**src/rtl/hex_uart_tx.sv**
```systemverilog
// Sends a 16-bit value as four ASCII hex characters plus CR LF on an 8N1 UART line.
// Bytes are sent back-to-back, and every output is driven straight from a flop.
module hex_uart_tx #(
  parameter int CLKS_PER_BIT = 434
) (
  input  logic        i_clk,
  input  logic        i_rst,
  input  logic        i_start,
  input  logic [15:0] i_digits,
  output logic        o_txd,
  output logic        o_idle,
  output logic        o_done,
  output logic [1:0]  dbg_state
);

  localparam int BW = (CLKS_PER_BIT > 1) ? $clog2(CLKS_PER_BIT) : 1;
  localparam logic [BW-1:0] BAUD_MAX = BW'(CLKS_PER_BIT - 1);

  localparam logic [1:0] ST_IDLE  = 2'd0;
  localparam logic [1:0] ST_START = 2'd1;
  localparam logic [1:0] ST_DATA  = 2'd2;
  localparam logic [1:0] ST_STOP  = 2'd3;

  logic [1:0]    state;
  logic [BW-1:0] baud_cnt;
  logic [2:0]    bit_idx;
  logic [2:0]    byte_idx;
  logic [15:0]   digits;
  logic [7:0]    cur_byte;
  logic          bit_end;

  function automatic logic [7:0] hex_ascii(input logic [3:0] n);
    if (n < 4'd10) return 8'h30 + {4'h0, n};
    else           return 8'h37 + {4'h0, n};
  endfunction

  always_comb begin
    cur_byte = 8'h0A;
    case (byte_idx)
      3'd0:    cur_byte = hex_ascii(digits[15:12]);
      3'd1:    cur_byte = hex_ascii(digits[11:8]);
      3'd2:    cur_byte = hex_ascii(digits[7:4]);
      3'd3:    cur_byte = hex_ascii(digits[3:0]);
      3'd4:    cur_byte = 8'h0D;
      default: cur_byte = 8'h0A;
    endcase
  end

  assign bit_end   = (baud_cnt == BAUD_MAX);
  assign dbg_state = state;

  // Handshake: i_start is a single-cycle request, taken only on a cycle where
  // the block sits in IDLE (o_idle = 1). A request in any other state is dropped.
  always_ff @(posedge i_clk) begin
    if (i_rst) begin
      state    <= ST_IDLE;
      baud_cnt <= '0;
      bit_idx  <= 3'd0;
      byte_idx <= 3'd0;
      digits   <= 16'h0000;
      o_txd    <= 1'b1;
      o_idle   <= 1'b1;
      o_done   <= 1'b0;
    end else begin
      o_done <= 1'b0;
      case (state)
        ST_IDLE: begin
          if (i_start) begin
            digits   <= i_digits;
            byte_idx <= 3'd0;
            bit_idx  <= 3'd0;
            baud_cnt <= '0;
            state    <= ST_START;
            o_txd    <= 1'b0;
            o_idle   <= 1'b0;
          end
        end
        ST_START: begin
          if (bit_end) begin
            baud_cnt <= '0;
            bit_idx  <= 3'd0;
            state    <= ST_DATA;
            o_txd    <= cur_byte[0];
          end else begin
            baud_cnt <= baud_cnt + BW'(1);
          end
        end
        ST_DATA: begin
          if (bit_end) begin
            baud_cnt <= '0;
            if (bit_idx == 3'd7) begin
              state <= ST_STOP;
              o_txd <= 1'b1;
            end else begin
              bit_idx <= bit_idx + 3'd1;
              o_txd   <= cur_byte[bit_idx + 3'd1];
            end
          end else begin
            baud_cnt <= baud_cnt + BW'(1);
          end
        end
        ST_STOP: begin
          if (bit_end) begin
            baud_cnt <= '0;
            // The next start bit follows the stop bit directly, with no idle gap.
            if (byte_idx == 3'd5) begin
              state  <= ST_IDLE;
              o_idle <= 1'b1;
              o_done <= 1'b1;
              o_txd  <= 1'b1;
            end else begin
              byte_idx <= byte_idx + 3'd1;
              state    <= ST_START;
              o_txd    <= 1'b0;
            end
          end else begin
            baud_cnt <= baud_cnt + BW'(1);
          end
        end
        default: state <= ST_IDLE;
      endcase
    end
  end

endmodule
```
**config.mk**
```make
export PLATFORM = sky130hd
export DESIGN_NAME = hex_uart_tx
export DESIGN_NICKNAME = d
export VERILOG_FILES = /design/src/rtl/hex_uart_tx.sv
export SDC_FILE = /design/constraint.sdc
export NUM_CORES = 1
export LEC_CHECK = 0
export ABC_AREA = 1
export BUFFER_PORTS_ARGS = -buffer_cell sky130_fd_sc_hd__buf_4
export CORE_MARGIN = 2
export CORE_UTILIZATION = 40
export DETAILED_ROUTE_END_ITERATION = 10
export GPL_TIMING_DRIVEN = 0
export PLACE_DENSITY = 0.66
export REMOVE_ABC_BUFFERS = 1
export SLEW_MARGIN = 20
export SYNTH_ARGS = -nofsm -noshare
export SYNTH_HDL_FRONTEND = slang
export SYNTH_SLANG_ARGS = --single-unit
```
**constraint.sdc**
```tcl
create_clock -name i_clk -period 2.46 [get_ports i_clk]
set_input_delay 0.369 -clock i_clk [delete_from_list [all_inputs] [get_ports i_clk]]
set_output_delay 0.369 -clock i_clk [all_outputs]
set_load 0.01 [all_outputs]
```
* After elaboration in Yosys (flattened, before gate mapping)
Cells that the tools add are included.
Cells by class: add/subtract/negate cells 11, multiply operators 0, divide/modulo/power cells 0, $lt $le $gt $ge 5, equality and inequality tests 18, shift-type cells 0, multiplexer cells 35, bitwise gates (word level) 2, reductions and logical operators 12
Operators by type and width (count):
- adder 6 x 4 -> 7 bit, first input constant | 8
- case mux 8 bit (5 select lines) | 1
- 2-to-1 mux 7 bit | 4
- 2-to-1 mux 3 bit | 6
- 2-to-1 mux 9 bit | 2
- case mux 9 bit (2 select lines) | 1
- < comparator 4 bit, second input constant | 4
- != test 2 bit, second input constant | 8
- AND reduction 4 bit | 3
- 2-to-1 mux 1 bit | 10
- 2-to-1 mux 2 bit | 5
- AND reduction 5 bit | 2
- adder 9 x 1 -> 9 bit, second input constant | 1
- equality test 3 bit, second input constant | 3
- equality test 9 bit, second input constant | 1
- case mux 3 bit (3 select lines) | 1
- case mux 2 bit (4 select lines) | 1
- adder 3 x 1 -> 3 bit, second input constant | 2
- equality test 3 x 2 -> 1 bit, second input constant | 2
- case mux 3 bit (2 select lines) | 1
- OR reduction 3 bit | 2
- equality test 2 bit, second input constant | 2
- < comparator 3 x 4 -> 1 bit, second input constant | 1
- case mux 1 bit (4 select lines) | 1
- other kinds (10) | 11
Word-level totals: flip-flop bits (word level) 36, latch bits 0, bits in writable memories 0, ROM bits 0, bits of input ports 19, output and inout bits 5, word-level logic and storage cells 91, memories kept 0

* Depth between registers and ports, before layout
Gate-level depths: netlist of the first run.
word-level depth 8, gate-level depth with buffers 15, mapped depth without buffers 15

* Worst setup path after synthesis of the first run
OpenSTA, ideal clock, no wires.
kind flip-flop to flip-flop, from register state[0] (netlist: dbg_state[0]), to register baud_cnt[8], library setup time 115 ps, arrival 1638 ps, slack 707 ps, cell stages (with the launch flop) 12, path buffers 0, path through dfxtp_1 inv_1 ha_1 inv_2 nor2_4 inv_2 nand2_2 nor3b_2 nand2_1 nor3_2 a21oi_1 o21a_1
Between the ends: longest elaborated chain between the ends 3, elaborated cells between the ends (all ways) 7, those cells by class eq/ne (4); mux (1); reduce/logical (2)
Ends and longest elaborated chain:
- start: declaration | RTL line 24 | logic [1:0] state;
- start signal: assignment | RTL line 56 | state <= ST_IDLE;
- start signal: assignment | RTL line 73 | state <= ST_START;
- start signal: assignment | RTL line 82 | state <= ST_DATA;
- equality test 2 bit or equality test 2 x 1 -> 1 bit (tied branches) | RTL line 66 | case (state)
- OR reduction 3 bit (no source line)
- case mux 9 bit (2 select lines) | RTL line 66
- end signal: assignment | RTL line 85 | baud_cnt <= baud_cnt + BW'(1);
- end signal: assignment | RTL line 99 | baud_cnt <= baud_cnt + BW'(1);
- end signal: assignment | RTL line 117 | baud_cnt <= baud_cnt + BW'(1);
- end: declaration | RTL line 25 | logic [BW-1:0] baud_cnt;
Several ways; a longest one is shown, not always the timed one. A chain may end at the register's enable or synchronous reset.

* Worst setup path after layout of the first run
Ends and elaborated chain as after synthesis.

==> impl_metrics.json, run 1 <==
{
  "slowest_stage": "dfxtp_1",
  "synth_top_cells_by_count": "nand2_1 (80), inv_1 (37), dfxtp_1 (36)",
  "cts_buffers": 5,
  "grt_usage_pct": 16.8,
  "clk_path_buf_depth": 2,
  "drt-total-wl_mm": 5.01,
  "synth_top_area_share_pct": 29.4,
  "grt_max_degree": 33,
  "skew_ns": 0.00538,
  "tns_ns": 0,
  "rows": 28,
  "max-slew-margin-rel_pct": 39.7,
  "drc": 0,
  "gp_congestion": 0.833,
  "antenna_found_initial": 0,
  "synth-edff-count": 0,
  "status": "completed",
  "yosys_warnings": 0,
  "hold_class": "input port to flip-flop",
  "first_iter_violations": 66,
  "cp.arrival_ns": 2.12,
  "rsz0062_at_grt": "false",
  "syn_area_um2": 2450,
  "period_needed_ns": 1.93,
  "die_h_um": 82.2,
  "avgViaCountPerCell": 4.86,
  "postCtsHoldBufs": 0,
  "grt_first_pass_wirelength_mm": 8.85,
  "cap_violations": 0,
  "ys_seq_elements": 36,
  "drtPass1Iterations": 4,
  "ys_seq_area_share_pct": 29.4,
  "nets": 416,
  "initial_utilization_pct": 41.4,
  "finalSetupViolations": 0,
  "syn_inst": 356,
  "worstSetupPathType": "flip-flop to flip-flop",
  "cp_max_fo": 6,
  "tightest_slew_ns": 0.902,
  "slew_violations": 0,
  "clk_latency_ns": 0.29,
  "ctsHtreeMaxLevel": 2,
  "ios": 24,
  "period_share_pct": 78.4,
  "vias": 2212,
  "path_clk_slew_ns": 0.08,
  "cpPeakStageDelay_ns": 0.43,
  "finalHoldViolCount": 0,
  "crit_chain": "inv_1 > ha_1 > inv_2 > nor2_4 > inv_2 > nand2_2 > nor3b_2 > nand2_1 > nor3_2 > a21oi_1 > o21a_1",
  "antenna_left": 0,
  "finish.utilization_pct": 47.3,
  "clock-root-buffer": "clkbuf_8",
  "area_growth_pct": 14.5,
  "grt_overflow": 0,
  "whs_ns": 0.322,
  "fmax_mhz": 519,
  "first_global_vias": 2056,
  "cts_setup_buffers": 0,
  "leakagePower_nw": 1.20,
  "r2r_start": "dbg_state[0]$_SDFFE_PP0P_",
  "worstHoldStart": "i_rst",
  "clock-sinks": 36,
  "fillers": 614,
  "critPathCaptureType": "flip-flop",
  "hpwl_mm": 3.88,
  "drive_gt1_share_pct": 20.0,
  "power.density_nw_per_um2": 873,
  "die_width_um": 82.2,
  "ys.flop_type": "dfxtp_1",
  "crit_top_cell": "inv_2",
  "synth_most_common_cell": "nand2_1",
  "synthTopCellsByArea": "dfxtp_1 (29%), nand2_1 (12%), ha_1 (9.2%)",
  "synth_largest_area_cell": "dfxtp_1",
  "start_kind": "flip-flop",
  "cp-startpoint": "dbg_state[0]$_SDFFE_PP0P_",
  "die_area_um2": 6760,
  "async_flop_share_pct": 0,
  "worstPathRequired_ns": 2.66,
  "vdd_ir_drop_max_mv": 0.262,
  "fp.coreArea_um2": 5920,
  "routedWlPerCell_um": 11.0,
  "cts_tree": "built",
  "cts_resized": 0,
  "synth.distinct_cells": 36,
  "diodes": 0,
  "portBuffers": 23,
  "syn_area_per_cell_um2": 6.88
}
==> area by class of cell <==
class                   instances  area (um^2)  area share (%)
flip-flops and latches         36          721            25.7
well taps                      75         93.8            3.35
multi-input cells             260         1500            53.4
clock buffers                   5         68.8            2.46
repair buffers                 23          173            6.16
clock inverters                 3         46.3            1.65
inverters                      53          204            7.28
==> layout by cell type (no fill, tap or decap), drive strengths merged, types with 2 or more instances in the layout <==
| cell type | instances |
|---|---|
| a211oi | 4 |
| nor3b | 4 |
| nand3b | 2 |
| ha | 18 |
| clkbuf | 5 |
| nand2 | 85 |
| xor2 | 2 |
| buf | 23 |
| a21oi | 37 |
| o22ai | 2 |
| inv | 53 |
| o21ai | 31 |
| nor3 | 3 |
| nor2 | 38 |
| dfxtp | 36 |
| nand3 | 29 |
==> per-stage QoR <==
step	total power, mW	setup WS (ns)	cell area (um^2)	cells
after floorplan	1.66	0.707	2420	349
after global placement	1.90	0.587	2690	447
after detailed placement	1.92	0.550	2690	447
after CTS	2.48	0.540	2800	455
after global routing	2.69	0.301	2800	455
final	2.45	0.532	2800	455
==> layer usage <==
| metal | GRT usage (%) | share of wire, % |
|---|---|---|
| met2 | 27.4 | 46 |
| met4 | 6.50 | 1.4 |
| met1 | 21.5 | 50 |
| met3 | 3.59 | 2.5 |
| met5 | 0 | 0 |
==> kinds of logic (layout without fill, tap and decap cells) <==
family | count (synthesis) | in the layout | synth area share [%]
compound gates | 76 | 76 | 17.4
xor+xnor | 3 | 3 | 1.07
simple gates | 163 | 163 | 33.5
buf+inv | 60 | 84 | 9.45
fa+ha+maj | 18 | 18 | 9.20
flops | 36 | 36 | 29.4
==> power by group <==
part | switching [mW] | internal, mW | total (mW)
logic | 0.656 | 0.404 | 1.06
registers | 0.127 | 0.711 | 0.838
clock network | 0.242 | 0.306 | 0.547
total | 1.02 | 1.42 | 2.45
==> flip-flops by register name, summed over array words and instances (netlist names) <==
| signal | cells |
|---|---|
| digits | 16 |
| baud_cnt | 9 |
| bit_idx | 3 |
| byte_idx | 3 |
| dbg_state | 2 |
| o_done | 1 |
| o_idle | 1 |
| o_txd | 1 |
==> final timing paths <==
path	cells past startpoint	end	slack, ns
min reg2reg	2	o_txd$_SDFFE_PP1P_	0.48
max	11	baud_cnt[8]$_SDFFE_PP0P_	0.53
min	2	dbg_state[0]$_SDFFE_PP0P_	0.32
max reg2reg	11	baud_cnt[8]$_SDFFE_PP0P_	0.53
==> worst max-delay path, delay by kind of cell (launching register included) <==
kind                     cells  cell delay (ns)
AND/OR/NAND/NOR              5             0.65
flip-flops                   1             0.43
buffers and inverters        3             0.31
adder cells (fa/ha/maj)      1             0.24
AO/OA/AOI/OAI                2             0.20
No activity file was read; power rests on OpenSTA's default activity.
==> run 2: changes to the inputs <==
clock period = 2 ns   (was 2.46 ns; I/O delays follow)
==> run 2 against run 1 <==
Setup slack worse by 0.38 ns; first-iteration DRC count is 21% higher; design area is 0.40% higher; clock power is 24% higher; power is 24% higher; clock skew hardly changed; die area stayed put.
==> impl_metrics.json, run 2 (synthesis results as in run 1) <==
{
  "status": "completed",
  "slowest_stage": "dfxtp_2",
  "die_h_um": 82.2,
  "crit_chain": "inv_1 > ha_1 > inv_2 > nor2_4 > inv_2 > nand2_2 > nor3b_4 > nand2_1 > nor3_2 > a21oi_1 > o21a_1",
  "cp_top_family": "simple AND/OR/NAND/NOR gates",
  "antenna_found_initial": 0,
  "first_global_vias": 2056,
  "rows": 28,
  "period_share_pct": 92.4,
  "grt_max_degree": 33,
  "skew_ns": 0.00584,
  "path_clk_slew_ns": 0.08,
  "clk_path_buf_depth": 2,
  "largest_reg_flops": 16,
  "leakagePower_nw": 1.22,
  "layout_common_cells": "nand2_1 (79), inv_1 (37), dfxtp_1 (34)",
  "cts_tree": "built",
  "die_area_um2": 6760,
  "max-slew-margin-rel_pct": 60.3,
  "power.density_nw_per_um2": 1070,
  "first_iter_violations": 80,
  "finalSetupViolations": 0,
  "worstPathRequired_ns": 2.20,
  "fillers": 614,
  "ctsHtreeMaxLevel": 2,
  "cap_violations": 0,
  "rsz0062_at_grt": "false",
  "initial_utilization_pct": 41.4,
  "drtPass1Iterations": 4,
  "cpPeakStageDelay_ns": 0.39,
  "fp.coreArea_um2": 5920,
  "place_ws_ns": 0.0897,
  "grt_overflow": 0,
  "area_growth_pct": 14.9,
  "nets": 416,
  "tns_ns": 0,
  "hpwl_mm": 3.88,
  "ios": 24,
  "period_needed_ns": 1.85,
  "clk_latency_ns": 0.30,
  "drive_gt1_share_pct": 20.8,
  "setup_slack_ns": 0.152,
  "worstHoldStart": "i_rst",
  "vias": 2213,
  "antenna_left": 0,
  "cp-startpoint": "dbg_state[0]$_SDFFE_PP0P_",
  "drc": 0,
  "tightest_slew_ns": 0.595,
  "p_comb_share_pct": 43.3,
  "reg.largest.list": "digits: 16 flops, baud_cnt: 9 flops",
  "die_width_um": 82.2,
  "final_cells": 455,
  "fmax_mhz": 541,
  "portBuffers": 23,
  "vdd_ir_drop_max_mv": 0.322,
  "avgViaCountPerCell": 4.86,
  "start_kind": "flip-flop",
  "final_common_cell": "nand2_1",
  "r2r_start": "dbg_state[0]$_SDFFE_PP0P_",
  "hold_class": "input port to flip-flop",
  "largest_register": "digits",
  "dp.cells": 447,
  "routedWlPerCell_um": 11.0,
  "finalHoldViolCount": 0,
  "pwr-share-seq_pct": 34.2,
  "rrSetupSlack_ns": 0.15,
  "slew_violations": 0,
  "p_sw_mw": 1.27,
  "crit_top_cell": "inv_2",
  "grt_usage_pct": 16.8,
  "clock-root-buffer": "clkbuf_8",
  "gp_congestion": 0.833,
  "diodes": 0,
  "power.internal_mw": 1.75,
  "clockPowerShare_pct": 22.5,
  "cts_setup_buffers": 0,
  "clock-sinks": 36,
  "grt_first_pass_wirelength_mm": 8.85,
  "drt-total-wl_mm": 5.03,
  "swShare_pct": 42.0,
  "cp.arrival_ns": 2.05,
  "cp.buffers_inverters": 3,
  "cts_buffers": 5,
  "worstSetupPathType": "flip-flop to flip-flop",
  "cp_max_fo": 6,
  "critPathCaptureType": "flip-flop"
}
## run 2: cell counts in the layout (fill, tap and decap cells not counted)
Identical to the previous run, type by type.
## run 2: metrics by stage
step / area (um^2) / util, % / total power [mW] / hold slack, ns
after floorplan: 2420 / - / 2.04 / 0.369
after global placement: 2690 / 45.4 / 2.34 / 0.456
after detailed placement: 2690 / 45.4 / 2.36 / 0.467
after CTS: 2800 / 47.3 / 3.04 / 0.242
after global routing: 2810 / 47.5 / 3.32 / 0.242
final: 2810 / 47.5 / 3.02 / 0.241
## run 2: cell type report
cell class                 count  area (um^2)  area share, %
clock buffer                   5         68.8           2.45
clock inverter                 3         46.3           1.65
inverter                      53          204           7.25
multi-input combinational    260         1510           53.5
sequential                    36          723           25.7
tap                           75         93.8           3.33
timing repair buffer          23          173           6.14
## run 2: path summary, 6_finish.rpt
kind                                     to  cells after the start
setup / recovery   baud_cnt[8]$_SDFFE_PP0P_                     11
hold / removal    dbg_state[0]$_SDFFE_PP0P_                      2
setup reg to reg   baud_cnt[8]$_SDFFE_PP0P_                     11
hold reg to reg          o_txd$_SDFFE_PP1P_                      2
## run 2: power groups by stage
stage                     sequential, mW  clock (mW)  combinational (mW)
after floorplan                     1.03           0                1.01
after global placement              1.04           0                1.29
after detailed placement            1.05           0                1.31
after CTS                           1.03       0.697                1.32
after global routing                1.06       0.725                1.53
final                               1.03       0.679                1.31
## run 2: layer usage
| metal | global-route usage (%) | vias to the layer above | routed length, um |
|---|---|---|---|
| li1 | - | 1198 | - |
| met1 | 21.5 | 985 | 2510 |
| met2 | 27.4 | 22 | 2290 |
| met3 | 3.59 | 8 | 135 |
| met4 | 6.50 | 0 | 83 |
| met5 | 0 | - | 0 |
## run 2: what timing repair did
item,4_1_cts,5_1_grt
endpoints found under the hold margin,0,0
endpoints found under the setup margin,0,17
gates resized for setup,0,4
hold buffers,0,0
==> run 3: changes to the inputs <==
CAP_MARGIN = 0   (was default)
SLEW_MARGIN = default   (was 20)
clock period = 2.05 ns   (was 2 ns; I/O delays follow)
==> run 3 against run 2 <==
Critical path depth did not move; die area unchanged; power shrank 2.6%; clock skew down 0.00069 ns; sequential cell count is the same; routed wire length is 0.42% lower; global-route usage stayed put; non-clock buffer count is the same; setup slack gained 0.023 ns; register-to-register slack gained 0.02 ns; largest power group unchanged.
==> impl_metrics.json, run 3 (synthesis results as in run 1) <==
{
  "status": "completed",
  "hold_path_depth": 2,
  "die_h_um": 82.2,
  "postCtsHoldBufs": 0,
  "layout_common_cells": "nand2_1 (79), inv_1 (37), dfxtp_1 (35)",
  "portBuffers": 23,
  "area_growth_pct": 14.6,
  "cp_max_fo": 6,
  "cpPeakStageDelay_ns": 0.39,
  "period_share_pct": 91.4,
  "register_area_um2": 722,
  "worstHoldStart": "i_rst",
  "initial_utilization_pct": 41.4,
  "fmax_mhz": 533,
  "cts_buffers": 5,
  "setup_slack_ns": 0.175,
  "place_ws_ns": 0.140,
  "ios": 24,
  "power.density_nw_per_um2": 1050,
  "slew_violations": 0,
  "rrSetupSlack_ns": 0.18,
  "diodes": 0,
  "nets": 416,
  "cp.buffers_inverters": 3,
  "cts_tree": "built",
  "gr-usage-met2_pct": 27.4,
  "drtPass1Iterations": 4,
  "grt_usage_pct": 16.8,
  "vias": 2223,
  "reg2reg_depth": 11,
  "leakagePower_nw": 1.20,
  "clk_path_buf_depth": 2,
  "drc": 0,
  "gp_congestion": 0.833,
  "cp.arrival_ns": 2.07,
  "r2r_start": "dbg_state[1]$_SDFFE_PP0P_",
  "vdd_ir_drop_max_mv": 0.314,
  "worstSetupPathType": "flip-flop to flip-flop",
  "hpwl_mm": 3.88,
  "grt_use_met1_pct": 21.5,
  "clock-root-buffer": "clkbuf_8",
  "fp.coreArea_um2": 5920,
  "finalHoldViolCount": 0,
  "grt_overflow": 0,
  "max-slew-margin-rel_pct": 60.3,
  "cap_violations": 0,
  "first_iter_violations": 77,
  "fillers": 614,
  "die_area_um2": 6760,
  "critPathCaptureType": "flip-flop",
  "r2r_end": "baud_cnt[8]$_SDFFE_PP0P_",
  "start_kind": "flip-flop",
  "antenna_found_initial": 0,
  "first_global_vias": 2056,
  "routedWlPerCell_um": 11.0,
  "finalSetupViolations": 0,
  "met3_usage_pct": 3.59,
  "crit_chain": "inv_1 > ha_1 > inv_2 > nor2_4 > inv_2 > nand2_2 > nor3b_2 > nand2_1 > nor3_2 > a21oi_1 > o21a_1",
  "crit_top_cell": "inv_2",
  "drive_gt1_share_pct": 20.5,
  "clk_latency_ns": 0.30,
  "grt_first_pass_wirelength_mm": 8.85,
  "largest_reg_flops": 16,
  "min_to": "dbg_state[0]$_SDFFE_PP0P_",
  "tns_ns": 0,
  "reg.largest.list": "digits: 16 flops, baud_cnt: 9 flops",
  "die_width_um": 82.2,
  "clock-sinks": 36,
  "largest_register": "digits",
  "rsz0062_at_grt": "false",
  "grt_max_degree": 33,
  "path_clk_slew_ns": 0.08,
  "slowest_stage": "dfxtp_1",
  "multiInputGateArea_um2": 1500,
  "antenna_left": 0,
  "avgViaCountPerCell": 4.89,
  "rows": 28,
  "worstPathRequired_ns": 2.25,
  "final_common_cell": "nand2_1",
  "ctsHtreeMaxLevel": 2,
  "drt-total-wl_mm": 5.01,
  "skew_ns": 0.00514,
  "hold_class": "input port to flip-flop",
  "tightest_slew_ns": 0.596,
  "grt.busiest_layer": "met2",
  "period_needed_ns": 1.87,
  "cp_top_family": "simple AND/OR/NAND/NOR gates"
}
## run 3: final cells by class
type | count | share of cell area (%)
repair buffers | 23 | 6.15
clock buffers | 5 | 2.45
well taps | 75 | 3.34
inverters | 53 | 7.27
multi-input cells | 260 | 53.4
flip-flops and latches | 36 | 25.7
clock inverters | 3 | 1.65
## run 3: worst register-to-register path: stages (launching register included)
cell and delay (ns):
dfxtp_1 0.39, inv_1 0.12, ha_1 0.23, inv_2 0.09, nor2_4 0.06, inv_2 0.11, nand2_2 0.08, nor3b_2 0.23
nand2_1 0.14, nor3_2 0.15, a21oi_1 0.09, o21a_1 0.10
## run 3: stage by stage
step                      utilization, %  instance area, um^2  std cells  hold slack (ns)  total power [mW]
after floorplan                        -                 2420        349            0.377              1.99
after global placement              45.4                 2690        447            0.456              2.28
after detailed placement            45.4                 2690        447            0.467              2.30
after CTS                           47.3                 2800        455            0.249              2.97
after global routing                47.4                 2810        455            0.249              3.23
final                               47.4                 2810        455            0.249              2.94
## run 3: per-layer routing
layer	vias to the layer above	routed length, um
met5	-	0
met4	0	80
met3	9	140
met2	25	2300
met1	990	2480
li1	1199	-
## run 3: worst max path at each step
stage	startpoint	endpoint	slack, ns	depth (start not counted)
2_1_floorplan	dbg_state[0]$_SDFFE_PP0P_	baud_cnt[8]$_SDFFE_PP0P_	0.30	11
3_3_place_gp	dbg_state[0]$_SDFFE_PP0P_	baud_cnt[8]$_SDFFE_PP0P_	0.18	11
3_5_place_dp	dbg_state[0]$_SDFFE_PP0P_	baud_cnt[8]$_SDFFE_PP0P_	0.14	11
4_1_cts	dbg_state[0]$_SDFFE_PP0P_	baud_cnt[8]$_SDFFE_PP0P_	0.13	11
5_1_grt	dbg_state[1]$_SDFFE_PP0P_	baud_cnt[8]$_SDFFE_PP0P_	0.01	11
6_report	dbg_state[1]$_SDFFE_PP0P_	baud_cnt[8]$_SDFFE_PP0P_	0.18	11
## run 3: where the power goes
| part | internal [mW] | leakage [nW] | switching, mW | total, mW |
|---|---|---|---|---|
| logic | 0.487 | 0.848 | 0.788 | 1.28 |
| registers | 0.855 | 0.296 | 0.151 | 1.01 |
| clock network | 0.367 | 0.0548 | 0.294 | 0.660 |
## run 3: repair_timing
| action | CTS | global route |
|---|---|---|
| endpoints found under the setup margin | 0 | 14 |
| endpoints found under the hold margin | 0 | 0 |
| gates resized for setup | 0 | 2 |
| setup buffers | 0 | 0 |
